File: config.mk
export PLATFORM = sky130hd
export DESIGN_NAME = clmul_seq_ctrl
export DESIGN_NICKNAME = d
export VERILOG_FILES = /design/src/rtl/clmul_seq_ctrl.sv
export SDC_FILE = /design/constraint.sdc
export NUM_CORES = 1
export LEC_CHECK = 0
export BUFFER_PORTS_ARGS = -buffer_cell sky130_fd_sc_hd__buf_2
export CORE_MARGIN = 10
export CORE_UTILIZATION = 45
export CTS_CLUSTER_SIZE = 20
export DETAILED_ROUTE_END_ITERATION = 8
export GPL_ROUTABILITY_DRIVEN = 0
export PLACE_DENSITY_LB_ADDON = 0.25
export REMOVE_ABC_BUFFERS = 1
export SETUP_SLACK_MARGIN = 0.15
export SYNTH_ARGS = -nofsm -noshare
export SYNTH_HDL_FRONTEND = slang
export SYNTH_SLANG_ARGS = --single-unit
File: constraint.sdc
create_clock -name clk -period 3.6 [get_ports clk]
set_input_delay 0 -clock clk [delete_from_list [all_inputs] [get_ports clk]]
set_output_delay 0 -clock clk [all_outputs]
set_load 0.005 [all_outputs]
File: src/rtl/clmul_seq_ctrl.sv
// Sequencer for a shared 8x8 carry-less multiplier core.
// Streams all N*N byte pairs of a W x W operand pair through the core, one pair per cycle,
// and XOR-accumulates each 15-bit partial product at bit offset 8*(i+j).
module clmul_seq_ctrl #(
    parameter int unsigned N = 4
) (
    input  logic             clk,
    input  logic             rst,
    input  logic             in_valid,
    output logic             in_ready,
    input  logic [8*N-1:0]   in_a,
    input  logic [8*N-1:0]   in_b,
    output logic [7:0]       core_a,
    output logic [7:0]       core_b,
    input  logic [14:0]      core_y,
    output logic             out_valid,
    input  logic             out_ready,
    output logic [16*N-2:0]  out_y,
    output logic             busy
);

    localparam int unsigned W  = 8 * N;
    localparam int unsigned AW = 2 * W - 1;
    localparam int unsigned IW = (N > 1) ? $clog2(N) : 1;

    localparam logic [1:0] IDLE = 2'd0;
    localparam logic [1:0] RUN  = 2'd1;
    localparam logic [1:0] DONE = 2'd2;

    logic [1:0]    state_q, state_d;
    logic [IW-1:0] i_q, i_d;
    logic [IW-1:0] j_q, j_d;
    logic [W-1:0]  a_q, a_d;
    logic [W-1:0]  b_q, b_d;
    logic [AW-1:0] acc_q, acc_d;

    logic          last_pair;
    logic          j_wrap;
    logic [IW:0]   ij_sum;
    logic [AW-1:0] pp_shifted;

    // Byte selection, partial-product alignment and next-state logic
    always_comb begin
        state_d = state_q;
        i_d     = i_q;
        j_d     = j_q;
        a_d     = a_q;
        b_d     = b_q;
        acc_d   = acc_q;

        j_wrap     = (j_q == IW'(N - 1));
        last_pair  = j_wrap && (i_q == IW'(N - 1));
        // Offset 8*(i+j) in bits; the sum carries one extra bit so it cannot wrap
        ij_sum     = {1'b0, i_q} + {1'b0, j_q};
        pp_shifted = AW'(core_y) << {ij_sum, 3'b000};

        unique case (state_q)
            IDLE: begin
                if (in_valid) begin
                    a_d     = in_a;
                    b_d     = in_b;
                    acc_d   = '0;
                    i_d     = '0;
                    j_d     = '0;
                    state_d = RUN;
                end
            end
            RUN: begin
                acc_d = acc_q ^ pp_shifted;
                if (j_wrap) begin
                    j_d = '0;
                    i_d = i_q + IW'(1);
                end else begin
                    j_d = j_q + IW'(1);
                end
                if (last_pair) begin
                    i_d     = '0;
                    state_d = DONE;
                end
            end
            DONE: begin
                if (out_ready) begin
                    state_d = IDLE;
                end
            end
            default: begin
                state_d = IDLE;
            end
        endcase
    end

    // State registers; reset wins over any transfer in progress
    always_ff @(posedge clk) begin
        if (rst) begin
            state_q <= IDLE;
            i_q     <= '0;
            j_q     <= '0;
            a_q     <= '0;
            b_q     <= '0;
            acc_q   <= '0;
        end else begin
            state_q <= state_d;
            i_q     <= i_d;
            j_q     <= j_d;
            a_q     <= a_d;
            b_q     <= b_d;
            acc_q   <= acc_d;
        end
    end

    // Handshake and core drive; core inputs parked at zero outside RUN to keep it quiet
    always_comb begin
        in_ready  = (state_q == IDLE);
        out_valid = (state_q == DONE);
        busy      = (state_q == RUN) || (state_q == DONE);
        out_y     = acc_q;
        if (state_q == RUN) begin
            core_a = 8'(a_q >> {i_q, 3'b000});
            core_b = 8'(b_q >> {j_q, 3'b000});
        end else begin
            core_a = 8'd0;
            core_b = 8'd0;
        end
    end

endmodule

; After elaboration in Yosys (flattened, before gate mapping)
; Cells that the tools add are included.
[word_totals]
in_bits = 83
ff_bits = 133
[classes]
reduce_logical = 8
muxes = 14
shifts = 3
bitwise = 1
n_eq_ne = 8
add_sub_neg = 3
[op_table]
columns = operator, count
row1 = 63-bit one-hot mux with 2 select lines, 1
row2 = 32-bit by 5-bit right shift with 8-bit output, 2
row3 = 63-bit two-way mux, 1
row4 = 15-bit by 6-bit << shifter with 63-bit output, 1
row5 = 63-bit XOR, 1
row6 = 8-bit two-way mux, 2
row7 = 2-bit two-way mux, 7
row8 = 2-bit one-hot mux with 2 select lines, 2
row9 = "2-bit equality test, second input constant", 3
row10 = 2-bit one-hot mux with 3 select lines, 1
row11 = 3-bit AND reduction, 2
row12 = "2-bit by 1-bit adder with 2-bit output, second input constant", 2
row13 = "2-bit != test, second input constant", 2
row14 = 2-bit AND reduction, 2
row15 = 2-bit by 2-bit adder with 3-bit output, 1
row16 = "3-bit != test, second input constant", 1
row17 = "2-bit by 1-bit equality test with 1-bit output, second input constant", 1
row18 = 2-bit zero test, 1
row19 = "2-bit by 1-bit != test with 1-bit output, second input constant", 1
row20 = 2-bit nonzero test, 1
row21 = 1-bit logical AND, 1
row22 = 1-bit logical OR, 1

; Longest topological paths before layout
; Gate-level depths: netlist of run 1.
[depth]
depth_word = 4
ltp_mapped = 8
depth_no_buf = 6

; Worst setup path after synthesis of run 1
; OpenSTA, ideal clock, no wires.
[synth_timing]
path_kind = register to register
from = register i_q[1]
to = register acc_q[60], in the netlist out_y[60]
arrival_time_ns = 2.434
path_stages_with_launch = 9
setup_slack_ns = 1.096
setup_time_ns = 0.070
cell_sequence = dfxtp_1 > clkbuf_1 > inv_1 > fa_1 > or2_2 > buf_2 > buf_6 > or4_1 > a21oi_1
[synth_between]
elab_chain_len = 4
[synth_lines]
columns = element, line
row1 = from (decl), 31  ; logic [IW-1:0] i_q, i_d;
row2 = from (signal assigned), 103  ; i_q <= i_d;
row3 = 2-bit by 2-bit adder with 3-bit output, 54  ; ij_sum = {1'b0, i_q} + {1'b0, j_q};
row4 = 15-bit by 6-bit << shifter with 63-bit output, 55  ; pp_shifted = AW'(core_y) << {ij_sum, 3'b000};
row5 = 63-bit XOR, 69  ; acc_d = acc_q ^ pp_shifted;
row6 = 63-bit one-hot mux with 2 select lines, 57  ; unique case (state_q)
row7 = to (signal assigned), 100  ; acc_q <= '0;
row8 = to (signal assigned), 107  ; acc_q <= acc_d;
row9 = to (decl), 35  ; logic [AW-1:0] acc_q, acc_d;
; Every way passes these cells.
; A chain may end at the register's enable or synchronous reset.

; Final worst setup path of run 1
[layout_timing]
from = register i_q[1]
to = register acc_q[2], in the netlist out_y[2]
; The elaborated chain is that of the path after synthesis.

==> results.toml, run 1 <==
[synth]
yosysWarnings = 0
avgSynthCellArea_um2 = 8.72
syn_inst = 729
seq_area_frac_synth = 0.419
yosysUniqueCellTypes = 36
synth.cell_area_um2 = 6360
ys_ff_latch = 133

[global_route]
grt_first_pass_wirelength_um = 30700
antenna_found_initial = 1
overflow = 0
grt_start_max_net_pins = 71
grt_pass1_vias = 6198
grt_use_total = 0.188

[critical_path]
r2r_end = "out_y[2]"
cp-endpoint = "out_y[2]"
rrSetupSlack_ns = 0.41
critical-path-top-delay-family = "simple AND/OR/NAND/NOR gates"
worstPathRequired_ns = 3.94
endpoint_kind = "register"
start_kind = "register"
cpPeakStageDelay_ns = 1.07
critical_path.max_fanout = 23
worstPathCellList = "inv_1 -> fa_1 -> nand2b_1 -> or4_1 -> a21oi_1"
crit_start = "i_q[1]"
reg2reg_from = "i_q[1]"
ff2ff_path_depth = 5
crit_buf_inv = 1
slowest_stage = "fa_1"
crit_type = "reg -> reg"
cp_num_cells = 5
arrival_ns = 3.53

[run]
cap_violations = 0

[status]
status = "complete, no violations"

[sta]
relSlewSlack = 0.215
finClkSkew_ns = 0.00542
worst_slew_pin_slew_ns = 1.17
fin_crit_ns = 3.19
worst_hold_slack_ns = 0.0164
finalSetupViolCount = 0
slew_violations = 0
hold_viol = 0
rsz0062_at_grt = "false"
finalCritPeriodShare = 0.885
tns_ns = 0
clock.fmax_mhz = 314

[power_and_ir_drop]
power_density_nw_per_um2 = 492
p_leak_uw = 0.00337
p_comb_frac = 0.200
peakVddDrop_mv = 0.371
p_clk_frac = 0.409
finalPower_uw = 4200
power.switching_uw = 1210
internal_power_uw = 3000
power_frac_seq = 0.391
swShare = 0.287

[hold_path]
min_path_type = "in -> reg"

[drt]
ant_nets = 0
firstDrtPassIters = 5
routed_wirelength_um = 18900
vias = 6275
drtIter0Drc = 484
post_drt_wl_per_cell_um = 16.8
viasPerCell = 5.59
drc = 0

[floorplan]
initial_utilization = 0.458
die_h_um = 139
fp.dieArea_um2 = 19300
core_area_um2 = 13900
die_x_um = 139
fp-row-count = 43
pin_count = 165

[cts]
clock-sinks = 133
clk_pin_slew_worst_paths_ns = 0.06
cts_setup_buffers = 0
tritoncts = "built"
clk_latency_ns = 0.42
cts_buffers = 17
htree_num_levels = 4
cts-root-buf = "clkbuf_16"
clock_path_buffers = 2

[final_layout]
stdcell_count = 1123
layout_common_cells = "164 x buf_2, 138 x nand2_1, 133 x dfxtp_1, 114 x a21oi_1, 72 x dlygate4sd3_1"
layout.nets = 1019
final_core_util = 0.615
layout_commonest_cell = "buf_2"
area_delta_synth_final_pct = 34.3
drive_gt1_frac = 0.248

[placed_design]
dp_hpwl_um = 12100
port_buffers = 164
dpl.cell_count = 1018
-- power by group through the flow --
| stage | clock network (uW) | logic [uW] | registers, uW |
|---|---|---|---|
| CTS | 1740 | 837 | 1640 |
| detailed placement | 0 | 774 | 1670 |
| floorplan | 0 | 476 | 1670 |
| global route | 1810 | 939 | 1660 |
| global placement | 0 | 749 | 1670 |
| finish | 1720 | 841 | 1640 |
-- area by class of cell --
cell class                 count  area, um2
fill                        1155       5340
multi-input combinational    518       3380
sequential                   133       2660
timing repair buffer         250       1660
clock buffer                  22        444
tap                          180        225
clock inverter                10        131
inverter                       9       33.8
antenna                        1       2.50
-- synthesized netlist by cell type (all sizes together) --
cell     instances  area share
a311oi           1      0.0014
a31oi            1     0.00098
nor4             1     0.00098
nand4            2      0.0020
or2              1     0.00098
nand2          139       0.082
fa               1      0.0031
o21ai            2      0.0016
nor2b            1     0.00098
buf             21       0.017
nor2             3      0.0018
a21oi          114       0.090
and2            17       0.017
nand3           30       0.024
a32oi            2      0.0028
a211oi          15       0.018
or4             41       0.048
nand4b           7      0.0096
nand3b          24       0.028
a21bo            1      0.0016
or3b             7      0.0096
dfxtp          133        0.42
ha               6       0.012
nand2b           6      0.0059
mux2i           31       0.049
mux4            16       0.057
o31ai           40       0.047
clkbuf          48       0.029
inv              9      0.0053
nand4bb          7       0.012
nor4b            1      0.0014
a31o             1      0.0014
-- per-layer routing --
| metal | vias to the layer above | global-route usage | share of wire |
|---|---|---|---|
| li1 | 3055 | - | - |
| met1 | 2964 | 0.232 | 0.43 |
| met2 | 222 | 0.303 | 0.48 |
| met3 | 34 | 0.0572 | 0.072 |
| met4 | 0 | 0.0697 | 0.019 |
| met5 | - | 0 | 0 |
-- kinds of logic (layout without fill, tap and decap cells) --
kind of cell               after synthesis  in the layout  share of synthesized area
muxes                                   47             47                      0.106
adders and majority gates                7              7                     0.0150
other                                    0              1                          0
DFF                                    133            133                      0.419
and+or+nand+nor                        287            287                      0.245
AOI/OAI and AO/OA                      177            177                      0.164
buffers and inverters                   78            291                     0.0513
-- how the worst min path moves through the flow --
stage,from,to,slack [ns],cells past startpoint
after floorplan,rst,a_q[0],0.07,1
after global placement,in_b[19],b_q[19],0.24,3
after detailed placement,in_b[27],b_q[27],0.25,3
after CTS,core_y[0],out_y[0],0.005,4
after global routing,core_y[13],out_y[37],0.05,4
final,core_y[0],out_y[0],0.02,4
-- what timing repair did --
action                    4_1_cts  5_1_grt
resized for setup               0        0
hold buffers                   72        0
hold endpoints to repair       72        0
-- worst min-delay path: cells and delay by family --
| family | cells | cell delay [ns] |
|---|---|---|
| AO/OA/AOI/OAI | 2 | 0.18 |
| buffers and inverters | 1 | 0.12 |
| AND/OR/NAND/NOR | 1 | 0.09 |
-- registers in the layout (all words and copies together) (netlist names) --
register	flops
out_y	63
a_q	32
b_q	32
i_q	2
j_q	2
state_q	2
-- per-stage QoR --
step | worst slack, ns | instance area, um2
global placement | 0.644 | 7240
global route | 0.164 | 8540
detailed placement | 0.484 | 7240
CTS | 0.431 | 8540
finish | 0.413 | 8540
floorplan | -0.0372 | 6070
No activity file was read; power rests on OpenSTA's default activity.
==> run 2, diff against run 1 <==
SKIP_LAST_GASP = 1   (was not set)
clock period = 3.7 ns   (was 3.6 ns; I/O delays follow)
==> results.toml, run 2 (synthesis results as in run 1) <==
[critical_path]
cp_num_cells = 5
rrSetupSlack_ns = 0.82
arrival_ns = 3.23
crit_buf_inv = 1
worstPathCellList = "inv_1 -> fa_2 -> nand2b_1 -> or4_1 -> a21oi_1"
r2r_end = "out_y[5]"
critical_path.max_fanout = 27
crit_start = "i_q[1]"
ff2ff_path_depth = 5
worstPathRequired_ns = 4.05
start_kind = "register"
endpoint_kind = "register"
cpPeakStageDelay_ns = 0.89
crit_type = "reg -> reg"
slowest_stage = "fa_2"
reg2reg_from = "i_q[1]"
critical-path-top-delay-family = "simple AND/OR/NAND/NOR gates"

[drt]
routed_wirelength_um = 19100
viasPerCell = 5.61
ant_nets = 0
firstDrtPassIters = 5
vias = 6294
drtIter0Drc = 383
drc = 0
post_drt_wl_per_cell_um = 17.0

[cts]
clk_latency_ns = 0.43
clock_path_buffers = 2
cts-root-buf = "clkbuf_16"
clock-sinks = 133
tritoncts = "built"
clk_pin_slew_worst_paths_ns = 0.06
cts_buffers = 17
htree_num_levels = 4

[global_route]
grt_pass1_vias = 6312
grt_start_max_net_pins = 109
antenna_found_initial = 0
grt_use_total = 0.191
grt_first_pass_wirelength_um = 31000
overflow = 0

[placed_design]
detailedPlace.worstSlack_ns = 0.491
dp_hpwl_um = 12000
port_buffers = 164
placed_area_um2 = 7230

[floorplan]
core_area_um2 = 13900
fp.dieArea_um2 = 19300
pin_count = 165
fp-row-count = 43
die_x_um = 139
die_h_um = 139
initial_utilization = 0.458

[run]
cap_violations = 0

[final_layout]
area_delta_synth_final_pct = 33.8
antenna_cells = 0
layout_commonest_cell = "buf_2"
fin_area_um2 = 8510
largest_register_ffs = 63
layout.nets = 1020
fillers = 1183
drive_gt1_frac = 0.250
layout_common_cells = "164 x buf_2, 138 x nand2_1, 133 x dfxtp_1, 114 x a21oi_1, 75 x dlygate4sd3_1"

[sta]
slew_violations = 0
rsz0062_at_grt = "false"
finClkSkew_ns = 0.00732
finalCritPeriodShare = 0.779
layout_setup_ws_ns = 0.818
clock.fmax_mhz = 347
relSlewSlack = 0.218
tns_ns = 0
hold_viol = 0
fin_crit_ns = 2.88
worst_slew_pin_slew_ns = 1.17
finalSetupViolCount = 0

[power_and_ir_drop]
power_density_nw_per_um2 = 465
p_leak_uw = 0.00336
peakVddDrop_mv = 0.327

[hold_path]
hold_start = "core_y[12]"
min_path_type = "in -> reg"
hold-path-endpoint = "out_y[36]"
holdPathStages = 4

[status]
status = "complete, no violations"
-- run 2: changes by cell type in the layout (fill, tap and decap cells not counted), moves of 2 or more --
cell / before / now
clkbuf_1: 5 / 1
dlygate4sd3_1: 72 / 75
bufinv_16: 3 / 1
clkinvlp_4: 1 / 3
buf_4: 13 / 11
clkinv_2: 5 / 7
-- run 2: layer usage --
layer  GRT usage  wire (um)  vias to the layer above
li1            -          -                     3067
met1       0.226       8070                     2981
met2       0.319       9270                      225
met3      0.0630       1460                       21
met4      0.0637        251                        0
met5           0          0                        -
-- run 2: worst max path at each step --
stage | to | slack [ns]
floorplan | i_q[1] | 0.06
global placement | out_y[8] | 0.64
detailed placement | out_y[14] | 0.49
CTS | out_y[5] | 0.46
global route | out_y[10] | 0.54
finish | out_y[5] | 0.82
-- run 2: worst reg2reg max path, stage by stage, from the launching register on --
cell	delay, ns
dfxtp_1	0.65
inv_1	0.14
fa_2	0.89
nand2b_1	0.39
or4_1	0.57
a21oi_1	0.16
-- run 2: layout make-up --
type	count	area, um2	share of cell area
Inverter	9	33.8	0.00397
Multi-Input combinational cell	518	3390	0.398
Timing Repair Buffer	251	1670	0.197
Clock buffer	19	443	0.0520
Sequential cell	133	2660	0.313
Tap cell	180	225	0.0265
Clock inverter	11	87.6	0.0103
-- run 2: through the flow --
stage	hold slack [ns]	instances	util	power, uW
after floorplan	0.0691	660	-	2080
after global placement	0.241	1016	0.521	2340
after detailed placement	0.250	1016	0.521	2380
after CTS	0.0103	1121	0.613	3980
after global routing	0.0333	1121	0.613	4140
final	0.0234	1121	0.613	3960
-- run 2: power breakdown --
part / switching, uW / internal, uW
Clock: 620 / 922
Combinational: 496 / 321
Sequential: 56.7 / 1540
Total: 1170 / 2780
-- run 2: timing repair --
item,CTS,global route
buffers inserted,0,0
hold buffers,75,0
hold endpoints to repair,75,0
resized for setup,0,1
endpoints found under the setup margin,0,1
